**src/rtl/ext_obi_xbar.sv**
```systemverilog
`default_nettype none
// ============================================================================
// ext_obi_xbar : N-master / M-slave OBI crossbar with per-slave round-robin,
//                in-order response routing and a built-in decode-error responder
// Revision     : 1.0
// ============================================================================
module ext_obi_xbar #(
  parameter int                   NMASTER         = 9,
  parameter int                   NSLAVE          = 2,
  parameter int                   MAX_OUTSTANDING = 4,
  parameter logic [NSLAVE*32-1:0] SLV_START_ADDR  = {32'hF010_0000, 32'hF000_0000},
  parameter logic [NSLAVE*32-1:0] SLV_END_ADDR    = {32'hF020_0000, 32'hF010_0000}
) (
  input  logic                  clk_i,
  input  logic                  rst_i,
  input  logic [NMASTER-1:0]    m_req_i,
  output logic [NMASTER-1:0]    m_gnt_o,
  input  logic [NMASTER*32-1:0] m_addr_i,
  input  logic [NMASTER-1:0]    m_we_i,
  input  logic [NMASTER*4-1:0]  m_be_i,
  input  logic [NMASTER*32-1:0] m_wdata_i,
  output logic [NMASTER-1:0]    m_rvalid_o,
  output logic [NMASTER*32-1:0] m_rdata_o,
  output logic [NMASTER-1:0]    m_err_o,
  output logic [NSLAVE-1:0]     s_req_o,
  input  logic [NSLAVE-1:0]     s_gnt_i,
  output logic [NSLAVE*32-1:0]  s_addr_o,
  output logic [NSLAVE-1:0]     s_we_o,
  output logic [NSLAVE*4-1:0]   s_be_o,
  output logic [NSLAVE*32-1:0]  s_wdata_o,
  input  logic [NSLAVE-1:0]     s_rvalid_i,
  input  logic [NSLAVE*32-1:0]  s_rdata_i,
  output logic                  proto_err_o
);

  localparam int IDW = (NMASTER > 1) ? $clog2(NMASTER) : 1;
  localparam int TW  = $clog2(NSLAVE + 1);
  localparam int CW  = $clog2(MAX_OUTSTANDING + 1);
  localparam int PW  = (MAX_OUTSTANDING > 1) ? $clog2(MAX_OUTSTANDING) : 1;
  localparam logic [TW-1:0] ERR_TGT = TW'(NSLAVE);
  localparam logic [CW-1:0] MAX_CNT = CW'(MAX_OUTSTANDING);

  logic [TW-1:0]      w_tgt    [NMASTER];
  logic [NMASTER-1:0] w_elig, w_hs, w_rsp;
  logic [CW-1:0]      cnt_q    [NMASTER];
  logic [CW-1:0]      cnt_d    [NMASTER];
  logic [TW-1:0]      ltgt_q   [NMASTER];
  logic [NMASTER-1:0] errv_q;

  logic [NMASTER-1:0] w_cand   [NSLAVE];
  logic [IDW-1:0]     w_win    [NSLAVE];
  logic [NSLAVE-1:0]  w_hs_s, w_pop, w_full, w_empty;
  logic [IDW-1:0]     rr_q     [NSLAVE];
  logic [IDW-1:0]     lock_id_q[NSLAVE];
  logic [NSLAVE-1:0]  lock_q;
  logic [IDW-1:0]     fifo_q   [NSLAVE][MAX_OUTSTANDING];
  logic [PW-1:0]      wr_q     [NSLAVE];
  logic [PW-1:0]      rd_q     [NSLAVE];
  logic [CW-1:0]      fcnt_q   [NSLAVE];
  logic [CW-1:0]      fcnt_d   [NSLAVE];
  logic               proto_q;

  function automatic logic [IDW-1:0] rr_idx(input logic [IDW-1:0] ptr, input int k);
    int v;
    v = int'(ptr) + k;
    if (v >= NMASTER) v = v - NMASTER;
    return IDW'(v);
  endfunction

  function automatic logic [PW-1:0] ptr_inc(input logic [PW-1:0] ptr);
    return (ptr == PW'(MAX_OUTSTANDING - 1)) ? '0 : ptr + 1'b1;
  endfunction

  // Decode walks downwards so the lowest matching window wins on overlap.
  always_comb begin
    for (int m = 0; m < NMASTER; m++) begin
      w_tgt[m] = ERR_TGT;
      for (int s = NSLAVE - 1; s >= 0; s--) begin
        if ((m_addr_i[m*32 +: 32] >= SLV_START_ADDR[s*32 +: 32]) &&
            (m_addr_i[m*32 +: 32] <  SLV_END_ADDR[s*32 +: 32]))
          w_tgt[m] = TW'(s);
      end
      w_elig[m] = m_req_i[m] && (cnt_q[m] < MAX_CNT) &&
                  ((cnt_q[m] == '0) || (w_tgt[m] == ltgt_q[m]));
    end
  end

  always_comb begin
    s_req_o   = '0;
    s_addr_o  = '0;
    s_we_o    = '0;
    s_be_o    = '0;
    s_wdata_o = '0;
    for (int s = 0; s < NSLAVE; s++) begin
      w_full[s]  = (fcnt_q[s] == MAX_CNT);
      w_empty[s] = (fcnt_q[s] == '0);
      w_cand[s]  = '0;
      for (int m = 0; m < NMASTER; m++)
        w_cand[s][m] = w_elig[m] && (w_tgt[m] == TW'(s));
      w_win[s] = '0;
      for (int k = NMASTER - 1; k >= 0; k--) begin
        if (w_cand[s][rr_idx(rr_q[s], k)]) w_win[s] = rr_idx(rr_q[s], k);
      end
      // A request left ungranted keeps its winner until the slave accepts it.
      if (lock_q[s] && w_cand[s][lock_id_q[s]]) w_win[s] = lock_id_q[s];
      s_req_o[s] = !w_full[s] && (|w_cand[s]);
      if (s_req_o[s]) begin
        s_addr_o[s*32 +: 32]  = m_addr_i[int'(w_win[s])*32 +: 32];
        s_wdata_o[s*32 +: 32] = m_wdata_i[int'(w_win[s])*32 +: 32];
        s_be_o[s*4 +: 4]      = m_be_i[int'(w_win[s])*4 +: 4];
        s_we_o[s]             = m_we_i[w_win[s]];
      end
      w_hs_s[s] = s_req_o[s] && s_gnt_i[s];
      w_pop[s]  = s_rvalid_i[s] && !w_empty[s];
      fcnt_d[s] = fcnt_q[s] + CW'(w_hs_s[s]) - CW'(w_pop[s]);
    end
  end

  always_comb begin
    m_rdata_o = '0;
    for (int m = 0; m < NMASTER; m++) begin
      w_hs[m]  = w_elig[m] && (w_tgt[m] == ERR_TGT);
      w_rsp[m] = errv_q[m];
      for (int s = 0; s < NSLAVE; s++) begin
        if (w_hs_s[s] && (w_win[s] == IDW'(m))) w_hs[m] = 1'b1;
        if (w_pop[s] && (fifo_q[s][rd_q[s]] == IDW'(m))) begin
          w_rsp[m]              = 1'b1;
          m_rdata_o[m*32 +: 32] = s_rdata_i[s*32 +: 32];
        end
      end
      cnt_d[m] = cnt_q[m] + CW'(w_hs[m]) - CW'(w_rsp[m]);
    end
  end

  assign m_gnt_o     = w_hs;
  assign m_rvalid_o  = w_rsp;
  assign m_err_o     = errv_q;
  assign proto_err_o = proto_q;

  always_ff @(posedge clk_i or posedge rst_i) begin
    if (rst_i) begin
      for (int s = 0; s < NSLAVE; s++) begin
        for (int d = 0; d < MAX_OUTSTANDING; d++) fifo_q[s][d] <= '0;
        wr_q[s]      <= '0;
        rd_q[s]      <= '0;
        fcnt_q[s]    <= '0;
        rr_q[s]      <= '0;
        lock_id_q[s] <= '0;
      end
      lock_q  <= '0;
      proto_q <= 1'b0;
    end else begin
      for (int s = 0; s < NSLAVE; s++) begin
        if (w_hs_s[s]) begin
          fifo_q[s][wr_q[s]] <= w_win[s];
          wr_q[s]            <= ptr_inc(wr_q[s]);
          rr_q[s]            <= (w_win[s] == IDW'(NMASTER - 1)) ? '0 : w_win[s] + 1'b1;
        end
        if (w_pop[s]) rd_q[s] <= ptr_inc(rd_q[s]);
        fcnt_q[s]    <= fcnt_d[s];
        lock_q[s]    <= s_req_o[s] && !s_gnt_i[s];
        lock_id_q[s] <= w_win[s];
        if (s_rvalid_i[s] && w_empty[s]) proto_q <= 1'b1;
      end
    end
  end

  always_ff @(posedge clk_i or posedge rst_i) begin
    if (rst_i) begin
      for (int m = 0; m < NMASTER; m++) begin
        cnt_q[m]  <= '0;
        ltgt_q[m] <= '0;
      end
      errv_q <= '0;
    end else begin
      for (int m = 0; m < NMASTER; m++) begin
        cnt_q[m] <= cnt_d[m];
        if (w_hs[m]) ltgt_q[m] <= w_tgt[m];
        errv_q[m] <= w_hs[m] && (w_tgt[m] == ERR_TGT);
      end
    end
  end

endmodule
`default_nettype wire

```
**config.mk**
```make
export PLATFORM = sky130hd
export DESIGN_NAME = ext_obi_xbar
export DESIGN_NICKNAME = d
export VERILOG_FILES = /design/src/rtl/ext_obi_xbar.sv
export SDC_FILE = /design/constraint.sdc
export NUM_CORES = 2
export LEC_CHECK = 0
export CORE_AREA = 2 2 446 448
export CTS_CLUSTER_DIAMETER = 200
export DETAILED_ROUTE_END_ITERATION = 6
export DIE_AREA = 0 0 448 450
export PLACE_DENSITY = 0.41
export SLEW_MARGIN = 40
export SYNTH_ARGS = -nofsm -noshare
export SYNTH_HDL_FRONTEND = slang
export SYNTH_SLANG_ARGS = --single-unit
```
**constraint.sdc**
```tcl
create_clock -name clk_i -period 10.3 [get_ports clk_i]
set_clock_uncertainty 0.05 [all_clocks]
set_input_delay 2.06 -clock clk_i [delete_from_list [all_inputs] [get_ports clk_i]]
set_output_delay 2.06 -clock clk_i [all_outputs]
set_load 0.02 [all_outputs]
```
Word-level counts from Yosys, hierarchy flattened --
Index checks and enable logic that the tools add are counted.
Word-level totals: bits in read-only memories 0, bits in latches 0, bits of input ports 700, output and inout bits 456, flip-flop bits (word level) 119, memories kept 0, bits in writable memories 0
Cells by class: add/subtract/negate cells 62, divide/modulo/power cells 0, equal/unequal tests 65, bitwise gates (word level) 4, shift operators 6, order comparisons 91, $mul 0, reduce and logical (&&, ||, !) cells 164, mux-type cells 182
Operator list (count):
- $shiftx 288x10->32 | 4
- $mux 32 | 22
- $ge 32x32->1 const B | 18
- $lt 32x32->1 const B | 18
- $mux 4 | 48
- $logic_and 1x1->1 | 122
- $lt 4x5->1 const B | 22
- $bmux 1 s4 | 22
- $ge 5x4->1 const B | 16
- $shiftx 36x7->4 | 2
- $sub 4x4->4 const B | 18
- $eq 4x3->1 const B | 16
- $mux 1 | 62
- $mux 2 | 22
- $add 4x3->5 const B | 8
- $add 3x1->3 | 11
- $logic_not 3->1 | 11
- $sub 3x1->3 | 11
- $bwmux 16 | 2
- $eq 4x2->1 const B | 8
- $lt 3x3->1 const B | 9
- $eq 2x2->1 const B | 13
- $add 4x2->5 const B | 4
- $eq 2x1->1 const B | 9
- other kinds (20) | 76

Depth between registers and ports, before layout --
depth in word-level cells 26, mapped depth 32, depth with buffers taken out 24

Least setup slack after synthesis --
No wires, ideal clock.
path type input port to output port, start input port m_addr_i[184], end output port m_gnt_o[4], data arrival time 6.883 ns, data required time 8.190 ns, setup slack 1.307 ns, stages on the path 18, path buffers 3, path through or4_1 nor2_1 mux2i_1 a21oi_1 a222oi_1 o2bb2ai_1 nand4_1 or2_0 or4_1 o21a_4 clkbuf_1 clkbuf_1 buf_1 ha_1 nand2_1 nor2_1 a211oi_1 inv_1
Between the ends: word-level cells in the longest chain between the ends 24
RTL lines:
- start: declaration | line 18 | input logic [NMASTER*32-1:0] m_addr_i,
- $ge 32x32->1 or $lt 32x32->1 (tied branches) | line 79, 80
- $logic_and 1x1->1 | line 79 | if ((m_addr_i[m*32 +: 32] >= SLV_START_ADDR[s*32 +: 32]) &&
- $mux 2 | line 79
- $mux 2 * | line 79
- $eq 2x2->1 | line 84 | ((cnt_q[m] == '0) || (w_tgt[m] == ltgt_q[m]));
- $logic_or 1x1->1 | line 84
- $logic_and 1x1->1 | line 83 | w_elig[m] = m_req_i[m] && (cnt_q[m] < MAX_CNT) &&
- $logic_and 1x1->1 | line 99 | w_cand[s][m] = w_elig[m] && (w_tgt[m] == TW'(s));
- $bmux 1 s4 | line 102 | if (w_cand[s][rr_idx(rr_q[s], k)]) w_win[s] = rr_idx(rr_q[s], k);
- $mux 1 (implied by the code) | line 102
- $mux 4 (9 in a row) | line 102
- $mux 4 | line 105 | if (lock_q[s] && w_cand[s][lock_id_q[s]]) w_win[s] = lock_id_q[s];
- $eq 4x3->1 | line 125 | if (w_hs_s[s] && (w_win[s] == IDW'(m))) w_hs[m] = 1'b1;
- $logic_and 1x1->1 | line 125
- $mux 1 | line 125
- $mux 1 * | line 125
- end: declaration | line 17 | output logic [NMASTER-1:0] m_gnt_o,
Every way passes the cells marked *; elsewhere a longest branch is shown, timed or not. The select of a mux whose other input is x is not followed.

Worst setup path after layout --
start input port m_addr_i[127], end output port s_wdata_o[8]
Between the ends: word-level cells in the longest chain between the ends 22
RTL lines:
- $ge 32x32->1 or $lt 32x32->1 (tied branches) | line 79, 80
- $logic_and 1x1->1 | line 79
- $mux 2 | line 79
- $mux 2 * | line 79
- $eq 2x2->1 | line 84
- $logic_or 1x1->1 | line 84
- $logic_and 1x1->1 | line 83
- $logic_and 1x1->1 * | line 99
- $bmux 1 s4 | line 102
- $mux 1 (implied by the code) | line 102
- $mux 4 (9 in a row) | line 102
- $mux 4 | line 105
- $shiftx 288x10->32 | line 109 | s_wdata_o[s*32 +: 32] = m_wdata_i[int'(w_win[s])*32 +: 32];
- $mux 32 * | line 107 | if (s_req_o[s]) begin
- end: declaration | line 30 | output logic [NSLAVE*32-1:0] s_wdata_o,
Marks and branches as above.

==> flow_metrics.env <==
export IMPL_power_per_cell_area_mw_per_mm2=73.44
export IMPL_grt_ovfl_total=0
export IMPL_synth_area_mm2=0.02698
export IMPL_nNetsFinal=5802
export IMPL_ant_nets=0
export IMPL_viasPerCell=4.884
export IMPL_synthArstFlopShare_pct=100.0
export IMPL_hold_viol=0
export IMPL_stdcell_count=7700
export IMPL_maxCapViolCount=0
export IMPL_critPathLaunchType="primary input"
export IMPL_whs_endpoint="cnt_q[11]"
export IMPL_utilization_pct=23.71
export IMPL_synth_cell_types=105
export IMPL_cts_buffer_depth=2
export IMPL_rows=163
export IMPL_critPathArrivalTime_ns=8.03
export IMPL_timing_rr_start="rr_q[0]"
export IMPL_pre_cts_ws_ns=-0.3666
export IMPL_die_h_um=450
export IMPL_cts_tree="done"
export IMPL_ys_ff_latch=119
export IMPL_grt_start_max_net_pins=60
export IMPL_hpwl_um=201800
export IMPL_dp_cells=7630
export IMPL_power_mw=3.423
export IMPL_gp_congestion=0.9883
export IMPL_cts_root_buf="clkbuf_16"
export IMPL_synth_top_flop_cell="dfrtp_1"
export IMPL_avgSynthCellArea_um2=7.381
export IMPL_synth_fp_nets=4444
export IMPL_hold_path_depth=1
export IMPL_timing_final_ws_setup_ns=0.1582
export IMPL_dr_pass1_iters=6
export IMPL_numCtsBuffers=17
export IMPL_r2r_slack_ns=2.86
export IMPL_final_max_slew_violation_count=0
export IMPL_portBuffers=1155
export IMPL_slew_headroom_pct=38.35
export IMPL_die_area_mm2=0.2016
export IMPL_placed_area_mm2=0.04572
export IMPL_hp_class="register to register"
export IMPL_synth_edf_count=0
export IMPL_initial_core_util_pct=13.73
export IMPL_whs_ns=0.4127
export IMPL_io_pin_count=1156
export IMPL_path_class="primary input to output pin"
export IMPL_drt_wl_total_um=236800
export IMPL_grt_pass1_vias=37320
export IMPL_r2r_cells=25
export IMPL_num_fill_cells=21840
export IMPL_drt_iter0_markers=3082
export IMPL_p_leak_nw=17.64
export IMPL_worst_setup_path_end_kind="output pin"
export IMPL_cts_sinks=119
export IMPL_antenna_found_initial=70
export IMPL_reg2reg_to="cnt_q[17]"
export IMPL_drive_gt1_share_pct=17.07
export IMPL_dieWidth_um=448
export IMPL_clkTransAtPathRegs_ns=0.06
export IMPL_core_area_mm2=0.1966
export IMPL_finalSetupViolCount=0
export IMPL_grt_pass1_wl_um=315900
export IMPL_vias=37610
export IMPL_ys_seq_area_share_pct=11.04
export IMPL_status="completed"
export IMPL_max_freq_mhz=98.60
export IMPL_hp_start="cnt_q[11]"
export IMPL_path_max_fanout=19
export IMPL_clock_latency_ns=0.46
export IMPL_track_usage_pct=22.30
export IMPL_finalCriticalPeriod_ns=10.14
export IMPL_period_share_pct=98.46
export IMPL_setup_tns_ns=0
export IMPL_drc=0
export IMPL_cp_required_ns=8.19
export IMPL_area_growth_pct=72.71
export IMPL_fin_area_mm2=0.04661
export IMPL_tightestPinTransition_ns=0.9182
export IMPL_syn_inst=3656
export IMPL_yosys_warnings=0
export IMPL_htreeDepth=4
export IMPL_peakVddDrop_mv=0.1028
export IMPL_wl_per_cell_um=30.75
synth_stat cells, types with 30 or more instances:
master / count / area share, %
a211oi_1: 105 / 2.9
nor2b_1: 34 / 0.79
mux2i_1: 386 / 14
nand2b_1: 47 / 1.1
a21oi_1: 136 / 2.5
o21ai_0: 187 / 3.5
o211ai_1: 35 / 0.97
buf_2: 57 / 1.1
a22o_1: 315 / 10
a32o_1: 34 / 1.3
nor2_1: 215 / 3.0
o22ai_1: 49 / 1.1
mux2_2: 92 / 3.8
nand3_1: 69 / 1.3
nand2_1: 488 / 6.8
inv_1: 108 / 1.5
dfrtp_1: 119 / 11
or3_1: 35 / 0.81
nand4_1: 39 / 0.90
ha_1: 77 / 3.6
nor3_1: 69 / 1.3
buf_1: 77 / 1.1
a31oi_1: 35 / 0.81
clkbuf_1: 176 / 2.4
xnor2_1: 52 / 1.7
a211o_1: 39 / 1.3
a32oi_1: 30 / 0.97
state kept, by name (all words and copies together) (netlist names):
| register | count |
|---|---|
| proto_err_o | 1 |
| rr_q | 8 |
| cnt_q | 27 |
| lock_id_q | 8 |
| wr_q | 4 |
| fifo_q | 32 |
| ltgt_q | 18 |
| fcnt_q | 6 |
| rd_q | 4 |
| m_err_o | 9 |
| lock_q | 2 |
cell usage in the layout, fill, tap and decap left out, drive strengths merged, types with 14 or more instances in the layout:
cell	instances
clkdlybuf4s50	1081
buf	590
nand2	488
mux2i	386
a22o	315
nor2	217
o21ai	196
a21oi	138
dfrtp	119
inv	119
a211oi	115
mux2	92
ha	77
nand3	69
nor3	69
xnor2	52
o22ai	49
nand2b	47
nand4	39
a211o	39
or3	37
a31oi	36
o211ai	35
nor2b	34
a32o	34
diode	33
nor4	31
a32oi	30
and2	29
a311oi	26
a21o	25
and3	23
o21a	23
or2	20
a221o	18
clkbuf	17
a21boi	17
a22oi	16
or4	15
o31ai	14
worst max-delay path: stages:
cell and delay [ns]:
clkdlybuf4s50_1 0.49, and4_1 0.41, nand4_1 0.33, a311oi_1 0.55
buf_4 0.20, inv_1 0.03, buf_4 0.15, mux2i_1 0.15
a2bb2oi_1 0.11, a211oi_1 0.38, a2111oi_0 0.13, or4_1 0.62
a211oi_4 0.30, buf_12 0.30, buf_4 0.27, mux2i_1 0.10
nand2_1 0.07, o21ai_0 0.09, a211oi_2 0.43, buf_4 0.18
clkdlybuf4s50_1 0.59
layout make-up:
class | instances | area, um2 | share of cell area, %
clock inverter | 15 | 158.9 | 0.3409
antenna | 33 | 82.58 | 0.1772
timing repair buffer | 1676 | 16680 | 35.79
inverter | 115 | 456.7 | 0.9799
multi-input combinational | 3085 | 22520 | 48.32
sequential | 119 | 2980 | 6.395
tap | 2640 | 3303 | 7.087
clock buffer | 17 | 425.4 | 0.9128
worst max path at each step:
stage | from | cells after the start | end | slack, ns
after global placement | m_addr_i[184] | 21 | s_addr_o[59] | -0.44
after detailed placement | m_addr_i[184] | 21 | s_addr_o[54] | -0.37
after floorplan | m_addr_i[184] | 18 | m_gnt_o[4] | 1.31
final | m_addr_i[127] | 21 | s_wdata_o[8] | 0.16
after CTS | m_addr_i[28] | 23 | s_addr_o[56] | -0.03
after global routing | m_addr_i[24] | 21 | s_addr_o[44] | -0.004
report_power, final:
group	switching, mW	leakage, nW	internal, mW
clock	0.276	0.283	0.342
combinational	1.16	15.9	0.977
sequential	0.105	1.45	0.564
total	1.54	17.6	1.88
cells by family after synthesis:
group,after synthesis,synth area share [%]
AOI/OAI and AO/OA,1280,35.92
and+or+nand+nor,1167,20.57
muxes,488,18.99
buffers and inverters,452,7.085
DFF,119,11.04
adders and majority gates,88,4.386
xor gates and xnor gates,62,2.012
timing repair:
action / 4_1_cts / 5_1_grt
resized for setup: 13 / 21
hold buffers: 0 / 0
setup endpoints to repair: 43 / 74
setup buffers: 0 / 4
pin swaps: 0 / 2
per-layer routing:
| metal | vias up | GRT usage, % | wire, um |
|---|---|---|---|
| met2 | 1762 | 39.47 | 118500 |
| met3 | 390 | 3.149 | 12710 |
| li1 | 16760 | - | - |
| met5 | - | 0 | 184 |
| met1 | 18670 | 24.43 | 86890 |
| met4 | 30 | 15.39 | 18500 |
Power figures use the tool's default switching activity.
